==> src/rtl/m_result_tx_pkg.sv <==
// rtl/m_result_tx_pkg.sv - shared constants, FSM encoding and nibble-to-ASCII helper for the result reporter
package m_result_tx_pkg;

  localparam int TX_COUNT_DEF = 50;
  localparam int MSG_LEN      = 19;

  localparam logic [7:0] ASCII_SP = 8'h20;
  localparam logic [7:0] ASCII_CR = 8'h0D;
  localparam logic [7:0] ASCII_LF = 8'h0A;
  localparam logic [7:0] ASCII_0  = 8'h30;
  localparam logic [7:0] ASCII_A  = 8'h41;

  typedef enum logic [1:0] {
    ST_IDLE = 2'd0,
    ST_LOAD = 2'd1,
    ST_SEND = 2'd2,
    ST_FIN  = 2'd3
  } state_e;

  function automatic logic [7:0] f_nib2ascii(input logic [3:0] nib);
    if (nib < 4'd10) return ASCII_0 + {4'h0, nib};
    else             return ASCII_A + {4'h0, nib} - 8'd10;
  endfunction

endpackage

==> src/rtl/m_result_tx_uart.sv <==
// rtl/m_result_tx_uart.sv - 8N1 byte serializer; accepts the next byte in the last stop-bit cycle so frames run back-to-back
module m_UartTx #(
  parameter int TX_COUNT = 50
) (
  input  logic       clk,
  input  logic       rst,
  input  logic       i_valid,
  input  logic [7:0] i_data,
  output logic       o_ready,
  output logic       o_txd
);

  localparam int             DW       = (TX_COUNT > 1) ? $clog2(TX_COUNT) : 1;
  localparam logic [DW-1:0]  DIV_LAST = DW'(TX_COUNT - 1);

  logic          busy_q, busy_d;
  logic [DW-1:0] div_q, div_d;
  logic [3:0]    bit_q, bit_d;
  logic [8:0]    sh_q, sh_d;
  logic          txd_q, txd_d;
  logic          bit_end;

  assign bit_end = (div_q == DIV_LAST);
  assign o_txd   = txd_q;

  // bit_q: 0 = start, 1..8 = data, 9 = stop; sh_q carries data then the stop '1'
  always_comb begin
    o_ready = !busy_q || (bit_end && (bit_q == 4'd9));
    busy_d  = busy_q;
    div_d   = div_q;
    bit_d   = bit_q;
    sh_d    = sh_q;
    txd_d   = txd_q;
    if (i_valid && o_ready) begin
      busy_d = 1'b1;
      div_d  = '0;
      bit_d  = '0;
      sh_d   = {1'b1, i_data};
      txd_d  = 1'b0;
    end else if (busy_q) begin
      if (bit_end) begin
        div_d = '0;
        if (bit_q == 4'd9) begin
          busy_d = 1'b0;
        end else begin
          bit_d = bit_q + 4'd1;
          txd_d = sh_q[0];
          sh_d  = {1'b1, sh_q[8:1]};
        end
      end else begin
        div_d = div_q + 1'b1;
      end
    end
  end

  always_ff @(posedge clk) begin
    if (rst) begin
      busy_q <= 1'b0;
      div_q  <= '0;
      bit_q  <= '0;
      sh_q   <= '0;
      txd_q  <= 1'b1;
    end else begin
      busy_q <= busy_d;
      div_q  <= div_d;
      bit_q  <= bit_d;
      sh_q   <= sh_d;
      txd_q  <= txd_d;
    end
  end

endmodule

==> src/rtl/m_result_tx.sv <==
// rtl/m_result_tx.sv - on a trigger edge, snapshots result and cycle count and sends them as hex text over UART
module m_result_tx
  import m_result_tx_pkg::*;
#(
  parameter int TX_COUNT = TX_COUNT_DEF
) (
  input  logic        clk,
  input  logic        rst,
  input  logic        i_trig,
  input  logic [31:0] i_rout,
  input  logic [31:0] i_ccnt,
  output logic        o_txd,
  output logic        o_busy,
  output logic        o_done
);

  state_e      state_q, state_d;
  logic [4:0]  byte_idx_q, byte_idx_d;
  logic        last_q, last_d;
  logic [31:0] rout_q, rout_d;
  logic [31:0] ccnt_q, ccnt_d;
  logic        r_trig_d;
  logic        trig_edge;
  logic        tx_valid, tx_ready;
  logic [7:0]  tx_data;
  logic [2:0]  sel;

  assign trig_edge = i_trig && !r_trig_d;
  assign tx_valid  = (state_q == ST_SEND) && !last_q;
  assign o_busy    = (state_q != ST_IDLE);
  assign o_done    = (state_q == ST_FIN);

  // Message layout: rout hex[0..7], space, ccnt hex[9..16], CR, LF
  always_comb begin
    sel     = 3'd0;
    tx_data = ASCII_SP;
    if (byte_idx_q < 5'd8) begin
      sel     = 3'(5'd7 - byte_idx_q);
      tx_data = f_nib2ascii(rout_q[{sel, 2'b00} +: 4]);
    end else if (byte_idx_q == 5'd8) begin
      tx_data = ASCII_SP;
    end else if (byte_idx_q < 5'd17) begin
      sel     = 3'(5'd16 - byte_idx_q);
      tx_data = f_nib2ascii(ccnt_q[{sel, 2'b00} +: 4]);
    end else if (byte_idx_q == 5'd17) begin
      tx_data = ASCII_CR;
    end else begin
      tx_data = ASCII_LF;
    end
  end

  // last_q marks the final byte as handed over; FIN starts when its stop bit ends
  always_comb begin
    state_d    = state_q;
    byte_idx_d = byte_idx_q;
    last_d     = last_q;
    rout_d     = rout_q;
    ccnt_d     = ccnt_q;
    case (state_q)
      ST_IDLE: if (trig_edge) begin
        rout_d     = i_rout;
        ccnt_d     = i_ccnt;
        byte_idx_d = '0;
        last_d     = 1'b0;
        state_d    = ST_LOAD;
      end
      ST_LOAD: state_d = ST_SEND;
      ST_SEND: begin
        if (last_q) begin
          if (tx_ready) state_d = ST_FIN;
        end else if (tx_ready) begin
          if (byte_idx_q == 5'(MSG_LEN - 1)) last_d = 1'b1;
          else                                byte_idx_d = byte_idx_q + 5'd1;
        end
      end
      ST_FIN:  state_d = ST_IDLE;
      default: state_d = ST_IDLE;
    endcase
  end

  always_ff @(posedge clk) begin
    if (rst) begin
      state_q    <= ST_IDLE;
      byte_idx_q <= '0;
      last_q     <= 1'b0;
      rout_q     <= '0;
      ccnt_q     <= '0;
      r_trig_d   <= 1'b0;
    end else begin
      state_q    <= state_d;
      byte_idx_q <= byte_idx_d;
      last_q     <= last_d;
      rout_q     <= rout_d;
      ccnt_q     <= ccnt_d;
      r_trig_d   <= i_trig;
    end
  end

  m_UartTx #(.TX_COUNT(TX_COUNT)) u_uart_tx (
    .clk     (clk),
    .rst     (rst),
    .i_valid (tx_valid),
    .i_data  (tx_data),
    .o_ready (tx_ready),
    .o_txd   (o_txd)
  );

endmodule
==> config.mk <==
export PLATFORM = sky130hd
export DESIGN_NAME = m_result_tx
export DESIGN_NICKNAME = d
export VERILOG_FILES = /design/src/rtl/m_result_tx_pkg.sv /design/src/rtl/m_result_tx_uart.sv /design/src/rtl/m_result_tx.sv
export SDC_FILE = /design/constraint.sdc
export NUM_CORES = 1
export LEC_CHECK = 0
export CORE_UTILIZATION = 43
export CTS_CLUSTER_DIAMETER = 40
export DETAILED_ROUTE_END_ITERATION = 8
export PLACE_DENSITY = 0.66
export SETUP_SLACK_MARGIN = 0.5
export SKIP_LAST_GASP = 1
export SYNTH_ARGS = -nofsm -noshare
export SYNTH_HDL_FRONTEND = slang
export SYNTH_SLANG_ARGS = --single-unit
==> constraint.sdc <==
create_clock -name clk -period 3.8 [get_ports clk]
set_input_delay 0.76 -clock clk [delete_from_list [all_inputs] [get_ports clk]]
set_output_delay 0.76 -clock clk [all_outputs]
set_load 0.01 [all_outputs]
==> flow_summary.yaml, run 1 <==
status:
  status: "finished, final reports clean"
clocking:
  cts_max_path_buffers: 2
  clock_latency_ps: 360
  htreeDepth: 3
  cts_tree: "done"
  clock_tree.root_cell: "clkbuf_8"
  postCtsSetupRepairBufs: 0
  cts.sinks: 94
  clkTransAtPathRegs_ps: 100
  numCtsBuffers: 9
detailed_routing:
  drc: 0
  wl_um: 11000
  first_pass_iters: 4
  wl_per_cell_um: 14.9
  postRouteAntennaNets: 0
  drt_iter0_drc: 202
  num_vias: 4016
  viasPerCell: 5.43
sta:
  relSlewSlack_pct: 46.3
  setup_ws_ps: 860
  fin_skew_ps: 12.3
  fin_crit_ps: 2940
  max_freq_ghz: 0.340
  rsz0062_at_grt: "no"
  setup_viol: 0
  post-route-period-util_pct: 77.4
  setup_tns_ps: 0
  slew_viol_final: 0
  worst_pin_slew_ps: 806
  hold_viol_final: 0
min_path:
  min_path_type: "register to register"
  whs_endpoint: "u_uart_tx.sh_q[8]$_SDFFE_PP0P_"
  worstHoldPathCells: 2
  hold_start: "u_uart_tx.sh_q[8]$_SDFFE_PP0P_"
global_routing:
  grt_max_degree: 81
  grt_pass1_vias: 3917
  overflow: 0
  grt_usage_pct: 20.2
  grt_antenna_before_repair: 0
  grt_pass1_wl_um: 18100
power:
  ir_worst_vdd_uv: 229
  p_leak_nw: 2.00
  power_density_nw_per_um2: 537
synth:
  ys_types: 60
  syn_avg_cell_area_um2: 8.44
  synthFlopType: "dfxtp_1"
  synth-edff-count: 0
  synthArstFlopShare_pct: 0
  synthesis.nets: 630
  synth_area_um2: 4630
  synth-seq-cells: 94
  ys_warn_count: 0
  ys_seq_area_share_pct: 40.6
  synthCells: 549
cells_and_area:
  drive_above_1_share_pct: 7.95
  multi_input_area_um2: 2520
  seq_area_um2: 1880
  fillCellCount: 1012
  area_delta_synth_final_pct: 20.6
  n_antenna_cell: 0
  final_nets: 680
floorplan:
  die_y_um: 106
  rows: 37
  dieArea_um2: 11200
  coreArea_um2: 10400
  start_util_pct: 44.7
  io_pins: 70
  die_w_um: 106
critical_path:
  worstSetupPathType: "register to register"
  arrival_ps: 3200
  worstSetupStartpointType: "register"
  regToRegSetupSlack_ps: 860
  reg2reg_depth: 8
  endpoint_kind: "register"
  crit_fanout: 13
  timing.rr.end: "u_uart_tx.sh_q[6]$_SDFFE_PP0P_"
  worstPathRequired_ps: 4060
  regToRegStartpoint: "byte_idx_q[1]$_SDFFE_PP0P_"
job:
  maxCapViolations: 0
placement:
  portBuffers: 69
  post-place-ws_ps: 741
  dp.final_hpwl_um: 7970
  gp_congestion: 0.840
==> flip-flops by register name (all words and copies together) (netlist names) <==
name / count
last_q: 1
u_uart_tx.busy_q: 1
u_uart_tx.sh_q: 9
rout_q: 32
state_q: 2
u_uart_tx.bit_q: 4
u_uart_tx.o_txd: 1
r_trig_d: 1
u_uart_tx.div_q: 6
ccnt_q: 32
byte_idx_q: 5
==> report_power, final <==
part / internal [mW] / leakage, nW / switching [mW]
sequential: 1.15 / 0.766 / 0.104
clock: 0.321 / 0.108 / 0.386
combinational: 0.442 / 1.13 / 0.600
==> synthesized netlist by cell type, types with 2 or more instances <==
| master | number | area, um^2 |
|---|---|---|
| buf_1 | 3 | 11.3 |
| a221oi_1 | 3 | 26.3 |
| a22oi_1 | 5 | 37.5 |
| o211ai_1 | 5 | 37.5 |
| nor3_1 | 4 | 20.0 |
| mux4_2 | 10 | 225 |
| nand3_1 | 6 | 30.0 |
| or3_1 | 3 | 18.8 |
| nand4_1 | 5 | 31.3 |
| nor2_1 | 21 | 78.8 |
| mux2i_1 | 16 | 160 |
| o31ai_1 | 4 | 30.0 |
| buf_6 | 3 | 33.8 |
| ha_1 | 14 | 175 |
| and4b_1 | 2 | 20.0 |
| or4_1 | 3 | 22.5 |
| mux2_2 | 3 | 33.8 |
| inv_1 | 19 | 71.3 |
| nand2_1 | 144 | 541 |
| o21ai_2 | 2 | 17.5 |
| o21ai_0 | 11 | 55.1 |
| a21oi_1 | 87 | 435 |
| nand2b_1 | 5 | 31.3 |
| xor2_1 | 4 | 35.0 |
| clkbuf_1 | 27 | 101 |
| nand3b_1 | 3 | 22.5 |
| buf_2 | 3 | 15.0 |
| a31oi_1 | 4 | 25.0 |
| mux4_1 | 4 | 105 |
| dfxtp_1 | 94 | 1880 |
| a211oi_1 | 3 | 22.5 |
==> cells by family (layout without fill, tap and decap cells) <==
kind of cell	Yosys count	after routing	synth area share, %
xor+xnor	5	5	0.945
simple gates	204	204	19.1
fa+ha+maj	14	14	3.78
compound gates	142	142	18.9
buf+inv	56	111	5.10
flops	94	94	40.6
mux	34	34	11.6
==> per-layer routing <==
| layer | wire [um] | share of wire (%) | vias up | GRT usage [%] |
|---|---|---|---|---|
| met3 | 360 | 3.3 | 13 | 3.15 |
| li1 | - | - | 2031 | - |
| met2 | 5420 | 49 | 91 | 35.6 |
| met5 | 0 | 0 | - | 0 |
| met4 | 189 | 1.7 | 0 | 7.24 |
| met1 | 5040 | 46 | 1881 | 24.8 |
==> area by class of cell <==
class | instances | area share, %
Multi-Input combinational cell | 399 | 45.1
Clock buffer | 9 | 2.22
Tap cell | 136 | 3.04
Inverter | 20 | 1.34
Timing Repair Buffer | 75 | 13.1
Sequential cell | 94 | 33.7
Clock inverter | 7 | 1.57
==> worst max-delay path by stage <==
stage / to / slack, ps / start / depth (start not counted)
3_5_place_dp: u_uart_tx.sh_q[6]$_SDFFE_PP0P_ / 740 / byte_idx_q[1]$_SDFFE_PP0P_ / 8
2_1_floorplan: u_uart_tx.sh_q[6]$_SDFFE_PP0P_ / 980 / byte_idx_q[1]$_SDFFE_PP0P_ / 9
4_1_cts: u_uart_tx.sh_q[6]$_SDFFE_PP0P_ / 710 / byte_idx_q[1]$_SDFFE_PP0P_ / 8
3_3_place_gp: u_uart_tx.sh_q[6]$_SDFFE_PP0P_ / 840 / byte_idx_q[1]$_SDFFE_PP0P_ / 8
5_1_grt: u_uart_tx.sh_q[6]$_SDFFE_PP0P_ / 610 / byte_idx_q[1]$_SDFFE_PP0P_ / 8
6_report: u_uart_tx.sh_q[6]$_SDFFE_PP0P_ / 860 / byte_idx_q[1]$_SDFFE_PP0P_ / 8
==> cells in the final DEF (no fill, tap or decap), types with 6 or more instances in the layout <==
master,count
a21oi_1,87
buf_4,6
nor2_1,21
mux2i_1,16
nand3_1,6
nand2_1,144
inv_1,19
clkdlybuf4s50_1,68
dfxtp_1,94
mux4_2,10
ha_1,13
o21ai_0,11
clkbuf_8,9
==> metrics by stage <==
stage / total power [mW] / util [%] / area, um^2 / instances / hold WS, ps
floorplan: 2.04 / - / 4630 / 549 / 426
global placement: 2.29 / 51.8 / 5380 / 724 / 437
detailed placement: 2.32 / 51.8 / 5380 / 724 / 445
CTS: 3.02 / 53.9 / 5590 / 740 / 460
global route: 3.19 / 53.9 / 5590 / 740 / 478
finish: 3.00 / 53.9 / 5590 / 740 / 456
==> critical path, stage by stage, from the launching register on <==
cell and delay [ps]:
dfxtp_1 530, clkinv_1 160, ha_2 560, mux2i_1 140
mux4_2 570, ha_1 280, o21ai_2 160, a221oi_1 100
a2111oi_2 330
==> timing repair <==
item | in CTS | in global routing
resized for setup | 0 | 1
hold buffers | 0 | 0
setup endpoints to repair | 0 | 2
hold endpoints to repair | 0 | 0
Power figures use the tool's default switching activity.
==> run 2: changes to the inputs <==
==> constraint.sdc (replaced) <==
create_clock -name clk -period 3.06 [get_ports clk]
set_input_delay 0.612 -clock clk [delete_from_list [all_inputs] [get_ports clk]]
set_output_delay 0.612 -clock clk [all_outputs]
set_load 0.01 [all_outputs]
==> flow_summary.yaml, run 2 (same netlist as run 1, synthesis figures left out) <==
clocking:
  cts_tree: "done"
  cts_hold_buf: 0
  htreeDepth: 3
  numCtsBuffers: 9
  cts.sinks: 94
  clkTransAtPathRegs_ps: 90
  clock_latency_ps: 370
  cts_max_path_buffers: 2
  clock_tree.root_cell: "clkbuf_8"
floorplan:
  die_w_um: 106
  die_y_um: 106
  rows: 37
  start_util_pct: 44.7
  io_pins: 70
  coreArea_um2: 10400
  dieArea_um2: 11200
placement:
  portBuffers: 69
  dp.final_hpwl_um: 7920
  gp_congestion: 0.848
  detailed_place.area_um2: 5420
cells_and_area:
  seq_area_um2: 1890
  fillCellCount: 966
  final_cell_mix: "144 x nand2_1, 92 x dfxtp_1, 87 x a21oi_1"
  largest_registers: "ccnt_q: 32 flops, rout_q: 32 flops, u_uart_tx.sh_q: 9 flops"
  final_common_cell: "nand2_1"
  multi_input_area_um2: 2570
  drive_above_1_share_pct: 11.5
  fin_area_um2: 5790
  final_util_pct: 55.8
  n_antenna_cell: 0
  final_nets: 693
  area_delta_synth_final_pct: 24.9
sta:
  fin_crit_ps: 2410
  setup_tns_ps: 0
  post-route-period-util_pct: 78.7
  hold_ws_ps: 452
  relSlewSlack_pct: 54.6
  hold_viol_final: 0
  worst_pin_slew_ps: 673
  setup_viol: 0
  fin_skew_ps: 12.3
  rsz0062_at_grt: "no"
  slew_viol_final: 0
  max_freq_ghz: 0.415
critical_path:
  crit_fanout: 8
  cp-startpoint: "byte_idx_q[0]$_SDFFE_PP0P_"
  reg2reg_depth: 9
  arrival_ps: 2650
  worstSetupStartpointType: "register"
  regToRegStartpoint: "byte_idx_q[0]$_SDFFE_PP0P_"
  crit_end: "u_uart_tx.sh_q[0]$_SDFFE_PP0P_"
  timing.rr.end: "u_uart_tx.sh_q[0]$_SDFFE_PP0P_"
  worstSetupPathType: "register to register"
  worstPathRequired_ps: 3300
  endpoint_kind: "register"
  regToRegSetupSlack_ps: 650
power:
  p_leak_nw: 2.08
  ir_worst_vdd_uv: 285
  power_density_nw_per_um2: 684
global_routing:
  grt_pass1_vias: 3998
  grt_max_degree: 65
  overflow: 0
  grt_pass1_wl_um: 18700
  grt_antenna_before_repair: 0
  grt_usage_pct: 20.7
detailed_routing:
  postRouteAntennaNets: 0
  wl_um: 11000
  first_pass_iters: 4
  num_vias: 4050
  drt_iter0_drc: 226
  wl_per_cell_um: 14.7
  viasPerCell: 5.38
  drc: 0
status:
  status: "finished, final reports clean"
min_path:
  min_path_type: "register to register"
job:
  maxCapViolations: 0
run 2: layout make-up:
type	count	share of cell area, %
sequential	94	32.6
tap	136	2.94
clock buffer	11	2.61
timing repair buffer	88	14.6
clock inverter	5	1.49
multi-input combinational	399	44.3
inverter	20	1.49
run 2: worst max-delay path: stages, from the launching register on:
cell,delay [ps]
dfxtp_2,370
clkinvlp_4,110
ha_4,240
buf_6,130
buf_4,140
mux2i_1,110
mux4_2,570
a2111o_1,410
o2111ai_2,100
o221ai_2,100
run 2: metrics by stage:
step / total power, mW / setup slack, ps / instances
floorplan: 2.56 / 506 / 549
global placement: 2.87 / 431 / 726
detailed placement: 2.92 / 351 / 726
CTS: 3.93 / 519 / 751
global route: 4.21 / 519 / 753
finish: 3.96 / 651 / 753
run 2: worst min-delay path by stage:
stage                                   startpoint                              to  slack, ps  cells after the start
finish              u_uart_tx.sh_q[8]$_SDFFE_PP0P_  u_uart_tx.sh_q[8]$_SDFFE_PP0P_        450                      2
global route        u_uart_tx.sh_q[8]$_SDFFE_PP0P_  u_uart_tx.sh_q[8]$_SDFFE_PP0P_        470                      2
CTS                 u_uart_tx.sh_q[8]$_SDFFE_PP0P_  u_uart_tx.sh_q[8]$_SDFFE_PP0P_        460                      2
detailed placement  u_uart_tx.sh_q[8]$_SDFFE_PP0P_  u_uart_tx.sh_q[8]$_SDFFE_PP0P_        450                      2
global placement    u_uart_tx.sh_q[8]$_SDFFE_PP0P_  u_uart_tx.sh_q[8]$_SDFFE_PP0P_        440                      2
floorplan           u_uart_tx.sh_q[8]$_SDFFE_PP0P_  u_uart_tx.sh_q[8]$_SDFFE_PP0P_        430                      2
run 2: metal layers:
metal	up-vias	global-route usage, %	wire length (um)
met5	-	0	0
met1	1908	26.5	5050
met3	7	3.77	419
li1	2051	-	-
met4	0	6.55	85
met2	84	35.2	5480
run 2: where the power goes:
| part | switching, mW | total (mW) | internal [mW] | leakage, nW |
|---|---|---|---|---|
| registers | 0.132 | 1.56 | 1.43 | 0.768 |
| clock network | 0.447 | 0.961 | 0.514 | 0.121 |
| logic | 0.787 | 1.44 | 0.651 | 1.19 |
run 2: what timing repair did:
item / CTS / global route
setup buffers: 9 / 2
gates resized for setup: 3 / 12
endpoints found under the setup margin: 5 / 4
pin swaps: 1 / 2
endpoints found under the hold margin: 0 / 0
gates cloned: 0 / 0
